`src/rtl/hiscore_pkg.sv`:
```
// hiscore_pkg: shared state type and default timing constants
// for the hiscore RAM arbiter and its delay counters.
package hiscore_pkg;

  typedef enum logic [2:0] {
    ST_IDLE,
    ST_PAUSE_REQ,
    ST_SETTLE,
    ST_GRANT,
    ST_RELEASE
  } hs_state_e;

  localparam int DEF_PAUSE_SETTLE = 4;
  localparam int DEF_LINGER       = 8;
  localparam int DEF_MAX_HOLD     = 1023;

  // Wide enough for every default limit; counts saturate at all-ones.
  localparam int CNT_W = 16;

endpackage

```
`src/rtl/hiscore_delay_counter.sv`:
```
// hiscore_delay_counter: saturating up-counter with clear/load and a
// terminal flag that is high when one more increment reaches LIMIT.
module hiscore_delay_counter
  import hiscore_pkg::*;
#(
  parameter int W     = CNT_W,
  parameter int LIMIT = 1
) (
  input  logic         clk,
  input  logic         reset,
  input  logic         clear,
  input  logic         load,
  input  logic [W-1:0] load_val,
  input  logic         inc,
  output logic         last
);

  localparam logic [W:0]   LIM  = (W+1)'(LIMIT);
  localparam logic [W:0]   ONEW = (W+1)'(1);
  localparam logic [W-1:0] STEP = W'(1);

  logic [W-1:0] count;

  // clear beats load, load beats increment; stop at all-ones
  always_ff @(posedge clk or posedge reset) begin
    if (reset) begin
      count <= '0;
    end else if (clear) begin
      count <= '0;
    end else if (load) begin
      count <= load_val;
    end else if (inc && (count != '1)) begin
      count <= count + STEP;
    end
  end

  // Lets the FSM leave on the same edge the count reaches LIMIT.
  assign last = (({1'b0, count} + ONEW) >= LIM);

endmodule

```
`src/rtl/hiscore_ram_arbiter.sv`:
```
// hiscore_ram_arbiter: pauses the game CPU and hands its RAM port to the
// hiscore engine. Optional watchdog: define HIGHSCORE_ARB_TIMEOUT_EN.
module hiscore_ram_arbiter
  import hiscore_pkg::*;
#(
  parameter int AW           = 10,
  parameter int PAUSE_SETTLE = DEF_PAUSE_SETTLE,
  parameter int LINGER       = DEF_LINGER,
  parameter int MAX_HOLD     = DEF_MAX_HOLD
) (
  input  logic          clk,
  input  logic          reset,
  input  logic [AW-1:0] cpu_addr,
  input  logic [7:0]    cpu_dout,
  input  logic          cpu_wr,
  input  logic          cpu_safe,
  input  logic          hs_access,
  input  logic          hs_write,
  input  logic [AW-1:0] hs_addr,
  input  logic [7:0]    hs_data,
  output logic [AW-1:0] ram_addr,
  output logic [7:0]    ram_din,
  output logic          ram_we,
  output logic          cpu_pause,
  output logic          hs_grant,
  output logic          hs_timeout
);

  hs_state_e state;

  logic settle_last;
  logic linger_last;
  logic in_settle;
  logic in_grant;

  assign in_settle = (state == ST_SETTLE);
  assign in_grant  = (state == ST_GRANT);

  hiscore_delay_counter #(
    .W     (CNT_W),
    .LIMIT (PAUSE_SETTLE)
  ) u_settle (
    .clk      (clk),
    .reset    (reset),
    .clear    (!in_settle),
    .load     (1'b0),
    .load_val ('0),
    .inc      (in_settle),
    .last     (settle_last)
  );

  hiscore_delay_counter #(
    .W     (CNT_W),
    .LIMIT (LINGER)
  ) u_linger (
    .clk      (clk),
    .reset    (reset),
    .clear    (!in_grant || hs_access),
    .load     (1'b0),
    .load_val ('0),
    .inc      (in_grant && !hs_access),
    .last     (linger_last)
  );

`ifdef HIGHSCORE_ARB_TIMEOUT_EN
  logic hold_last;
  logic timeout_q;

  hiscore_delay_counter #(
    .W     (CNT_W),
    .LIMIT (MAX_HOLD)
  ) u_hold (
    .clk      (clk),
    .reset    (reset),
    .clear    (!in_grant || !hs_access),
    .load     (1'b0),
    .load_val ('0),
    .inc      (in_grant && hs_access),
    .last     (hold_last)
  );

  assign hs_timeout = timeout_q;
`else
  assign hs_timeout = 1'b0;
`endif

  // arbitration FSM; pause/grant are registered alongside the state
  always_ff @(posedge clk or posedge reset) begin
    if (reset) begin
      state     <= ST_IDLE;
      cpu_pause <= 1'b0;
      hs_grant  <= 1'b0;
`ifdef HIGHSCORE_ARB_TIMEOUT_EN
      timeout_q <= 1'b0;
`endif
    end else begin
      case (state)
        ST_IDLE: begin
          if (hs_access) begin
            state     <= ST_PAUSE_REQ;
            cpu_pause <= 1'b1;
          end
        end
        ST_PAUSE_REQ: begin
          if (cpu_safe) begin
            if (PAUSE_SETTLE == 0) begin
              state    <= ST_GRANT;
              hs_grant <= 1'b1;
            end else begin
              state <= ST_SETTLE;
            end
          end
        end
        ST_SETTLE: begin
          if (settle_last) begin
            state    <= ST_GRANT;
            hs_grant <= 1'b1;
          end
        end
        ST_GRANT: begin
          if (!hs_access && linger_last) begin
            state    <= ST_RELEASE;
            hs_grant <= 1'b0;
          end
`ifdef HIGHSCORE_ARB_TIMEOUT_EN
          else if (hs_access && hold_last) begin
            state     <= ST_RELEASE;
            hs_grant  <= 1'b0;
            timeout_q <= 1'b1;
          end
`endif
        end
        ST_RELEASE: begin
          state     <= ST_IDLE;
          cpu_pause <= 1'b0;
        end
        default: begin
          state     <= ST_IDLE;
          cpu_pause <= 1'b0;
          hs_grant  <= 1'b0;
        end
      endcase
    end
  end

  // RAM port mux; CPU writes are masked while it is being paused
  always_comb begin
    if (hs_grant) begin
      ram_addr = hs_addr;
      ram_din  = hs_data;
      ram_we   = hs_access & hs_write;
    end else begin
      ram_addr = cpu_addr;
      ram_din  = cpu_dout;
      ram_we   = cpu_wr & ~cpu_pause;
    end
  end

endmodule

```
`config.mk`:
```
export PLATFORM = sky130hd
export DESIGN_NAME = hiscore_ram_arbiter
export DESIGN_NICKNAME = d
export VERILOG_FILES = /design/src/rtl/hiscore_pkg.sv /design/src/rtl/hiscore_delay_counter.sv /design/src/rtl/hiscore_ram_arbiter.sv
export SDC_FILE = /design/constraint.sdc
export NUM_CORES = 1
export LEC_CHECK = 0
export CAP_MARGIN = 20
export CORE_ASPECT_RATIO = 0.8
export CORE_MARGIN = 2
export CORE_UTILIZATION = 30
export DETAILED_ROUTE_END_ITERATION = 7
export DONT_BUFFER_PORTS = 1
export GPL_TIMING_DRIVEN = 0
export PLACE_DENSITY = 0.51
export SYNTH_ARGS = -nofsm -noshare
export SYNTH_HDL_FRONTEND = slang
export SYNTH_SLANG_ARGS = --single-unit
```
`constraint.sdc`:
```
create_clock -name clk -period 2.57 [get_ports clk]
set_input_delay 0.771 -clock clk [delete_from_list [all_inputs] [get_ports clk]]
set_output_delay 0.771 -clock clk [all_outputs]
set_load 0.02 [all_outputs]
```
==> results.tsv <==
metric	value	unit
Clock Skew	0.00986	ns
Startpoint Class	register	
Die H	85.7	µm
endpoints failing setup	0	
share of the synthesized area in the top cell type	37.0	%
Sw Share	39.1	%
Hold WC Path Type	input port to asynchronous set/reset pin	
type of the worst setup path	register to output pin	
Net Sw Power	719	µW
share of cells above drive strength 1	20.7	%
largest net degree at the start of global routing	38	
clk_lat worst skew	0.29	ns
Internal	1120	µW
Post-synth ARST share	100	%
detailed-route vias per instance	5.23	
clock sink total	37	
CTS tree	yes	
RSZ-0062 raised after global routing	false	
syn avg cell area	9.30	µm²
mapped cell area	2500	µm²
Initial DRC Count	107	
CP delay by family, top	flip-flops	
Clock Path Buffers	2	
WL per Instance	14.4	µm
normalized max-slew margin	46.4	%
Syn Nets	314	
most frequent cells after synthesis	37 x dfrtp_1, 24 x a21oi_1, 22 x nor2_1, 18 x mux2_2	
Hold Vio Cnt, Final	0	
largest cells by area after synthesis	dfrtp_1 37%, mux2_2 8.1%, xnor2_1 5.9%	
I/O pin count	64	
fin. max-slew vios	0	
Core ar.	8020	µm²
Pleak	0.00111	µW
clock root cell	clkbuf_8	
initial antenna violation count	0	
CP endpoint kind	output pin	
Synth-to-Final Area Change	10.4	%
DR pass1 iterations	5	
# diodes	0	
gr ovfl total	0	
register area share after synthesis	37.0	%
Die Wd	106	µm
setup TNS	0	ns
die area	9090	µm²
via count	2010	
Mapped Cells	269	
EDFF count, synth	0	
crit-path max FO	10	
Comb pwr share	36.9	%
Rows	29	
Final period util	95.4	%
Area after DPL	2640	µm²
WP data required	1.80	ns
GRT Overall Usage	12.5	%
max-cap violations	0	
worst slew pin tran	0.803	ns
initial core utilization	31.2	%
vias in the first global route	1805	
crit-path max cell delay	0.52	ns
Top FF cell, synth	dfrtp_1	
DPL Wire Length	4050	µm
crit path cell chain	buf_1 -> mux2_2	
Ys Warns	0	
ANT nets after route	0	
Finished Cell Area	2760	µm²
first-pass GRT wire length	8960	µm
IO buf count	0	
count leader, synth	dfrtp_1	
number of synthesized register bits	37	
clock buffer count from CTS	5	
CP bufs+invs	1	
Max VDD drop	0.277	mV
biggest area consumer among synthesized cells	dfrtp_1	
Max H-tree Level	2	
sequential power share	40.4	%
status	completed	
Synth cell types	54	
RePlAce Congestion	0.827	
PD cells	665	nW/µm²
fillcell total	838	
clk slew on worst S/H paths	0.08	ns
Tmin final	2.45	ns
layout net count	321	
wirelength, routed	5520	µm
Slowest cell on crit path	dfrtp_1	
Clk pwr share	22.7	%
Critical Path AT	1.68	ns
DR DRC count	0	
Max Clk Rate	0.408	GHz
[state kept, by name (all words and copies together) (netlist names)]
signal / cells
u_linger.count: 16
hs_grant: 1
u_settle.count: 16
cpu_pause: 1
state: 3
[cells in the final DEF (no fill, tap or decap), drive strengths merged]
master / count
dfrtp: 37
a21oi: 25
nor2: 23
mux2: 18
nand3: 18
xnor2: 17
clkbuf: 15
nor3: 14
nand2: 12
nand4: 10
buf: 10
o21ai: 9
xor2: 7
and3: 7
mux2i: 5
nor4: 5
and4: 4
nand3b: 3
nand2b: 3
a31oi: 3
a31o: 3
nor3b: 3
inv: 3
ha: 3
o31ai: 2
or3: 2
o211ai: 2
or4: 2
a21o: 1
a211oi: 1
a311oi: 1
and4b: 1
or2: 1
o2bb2ai: 1
or3b: 1
a211o: 1
a2111oi: 1
nor2b: 1
conb: 1
[metal layers]
metal / part of all wire (%) / vias up / GRT usage (%) / wire, µm
li1: - / 990 / - / -
met1: 50 / 931 / 17.3 / 2730
met2: 44 / 84 / 19.3 / 2410
met3: 5.9 / 5 / 3.72 / 328
met4: 0.83 / 0 / 2.63 / 46
met5: 0 / - / 0 / 0
[logic make-up after synthesis]
logic type               after synthesis  share of synthesized area [%]
adder cells (fa/ha/maj)                3                           1.50
XOR/XNOR                              24                           8.40
flip-flops                            37                           37.0
other                                  1                          0.150
AO/OA/AOI/OAI                         50                           12.9
multiplexers                          23                           10.1
buffers and inverters                 21                           4.35
AND/OR/NAND/NOR                      110                           25.7
[worst register-to-register path, cell delays in order (launching register included)]
cell       delay [ns]
dfrtp_2          0.46
ha_2             0.24
nand3_4          0.16
nor2_2           0.09
or4_1            0.41
a211o_1          0.34
a2111oi_4        0.33
or4_1            0.18
nand3_1          0.07
[cell type report]
| cell class | instances | area, µm² | share of cell area (%) |
|---|---|---|---|
| tap | 108 | 135 | 4.89 |
| sequential | 37 | 928 | 33.6 |
| multi-input combinational | 211 | 1500 | 54.3 |
| timing repair buffer | 1 | 7.51 | 0.272 |
| buffer | 17 | 93.8 | 3.40 |
| clock buffer | 7 | 86.3 | 3.12 |
| inverter | 3 | 11.3 | 0.407 |
[stage by stage]
| step | setup WS, ns | util [%] | std cells | hold slack (ns) | total power (µW) |
|---|---|---|---|---|---|
| after floorplan | 0.248 | - | 269 | 0.466 | 1320 |
| after global placement | 0.0143 | 32.9 | 377 | 0.520 | 1440 |
| after detailed placement | 0.0167 | 32.9 | 377 | 0.515 | 1440 |
| after CTS | 0.00654 | 34.0 | 384 | 0.528 | 1880 |
| after global routing | 0.00119 | 34.5 | 384 | 0.529 | 1970 |
| final | 0.119 | 34.5 | 384 | 0.515 | 1840 |
[timing repair]
action                                  4_1_cts  5_1_grt
endpoints found under the setup margin        0        5
resized for setup                             0        8
buffers inserted                              0        1
hold buffers                                  0        0
[power groups by stage]
| stage | sequential, µW | clock (µW) | combinational (µW) |
|---|---|---|---|
| floorplan | 732 | 0 | 586 |
| global placement | 751 | 0 | 688 |
| detailed placement | 751 | 0 | 688 |
| CTS | 740 | 442 | 694 |
| global route | 753 | 470 | 746 |
| finish | 743 | 417 | 677 |
[worst paths after layout]
path	from	to	slack, ns	cells after the start
min in group clk	state[2]$_DFFE_PP0P_	cpu_pause$_DFFE_PP0P_	0.53	1
setup / recovery	hs_grant$_DFFE_PP0P_	ram_din[4]	0.12	2
max in group asynchronous	reset	u_settle.count[1]$_DFFE_PP0P_	1.50	1
hold reg to reg	state[2]$_DFFE_PP0P_	cpu_pause$_DFFE_PP0P_	0.53	1
hold / removal	reset	u_linger.count[9]$_DFFE_PP0P_	0.51	1
setup reg to reg	u_settle.count[0]$_DFFE_PP0P_	state[0]$_DFFE_PP0P_	0.18	8
Note: power is estimated with default switching activity, not from simulation.
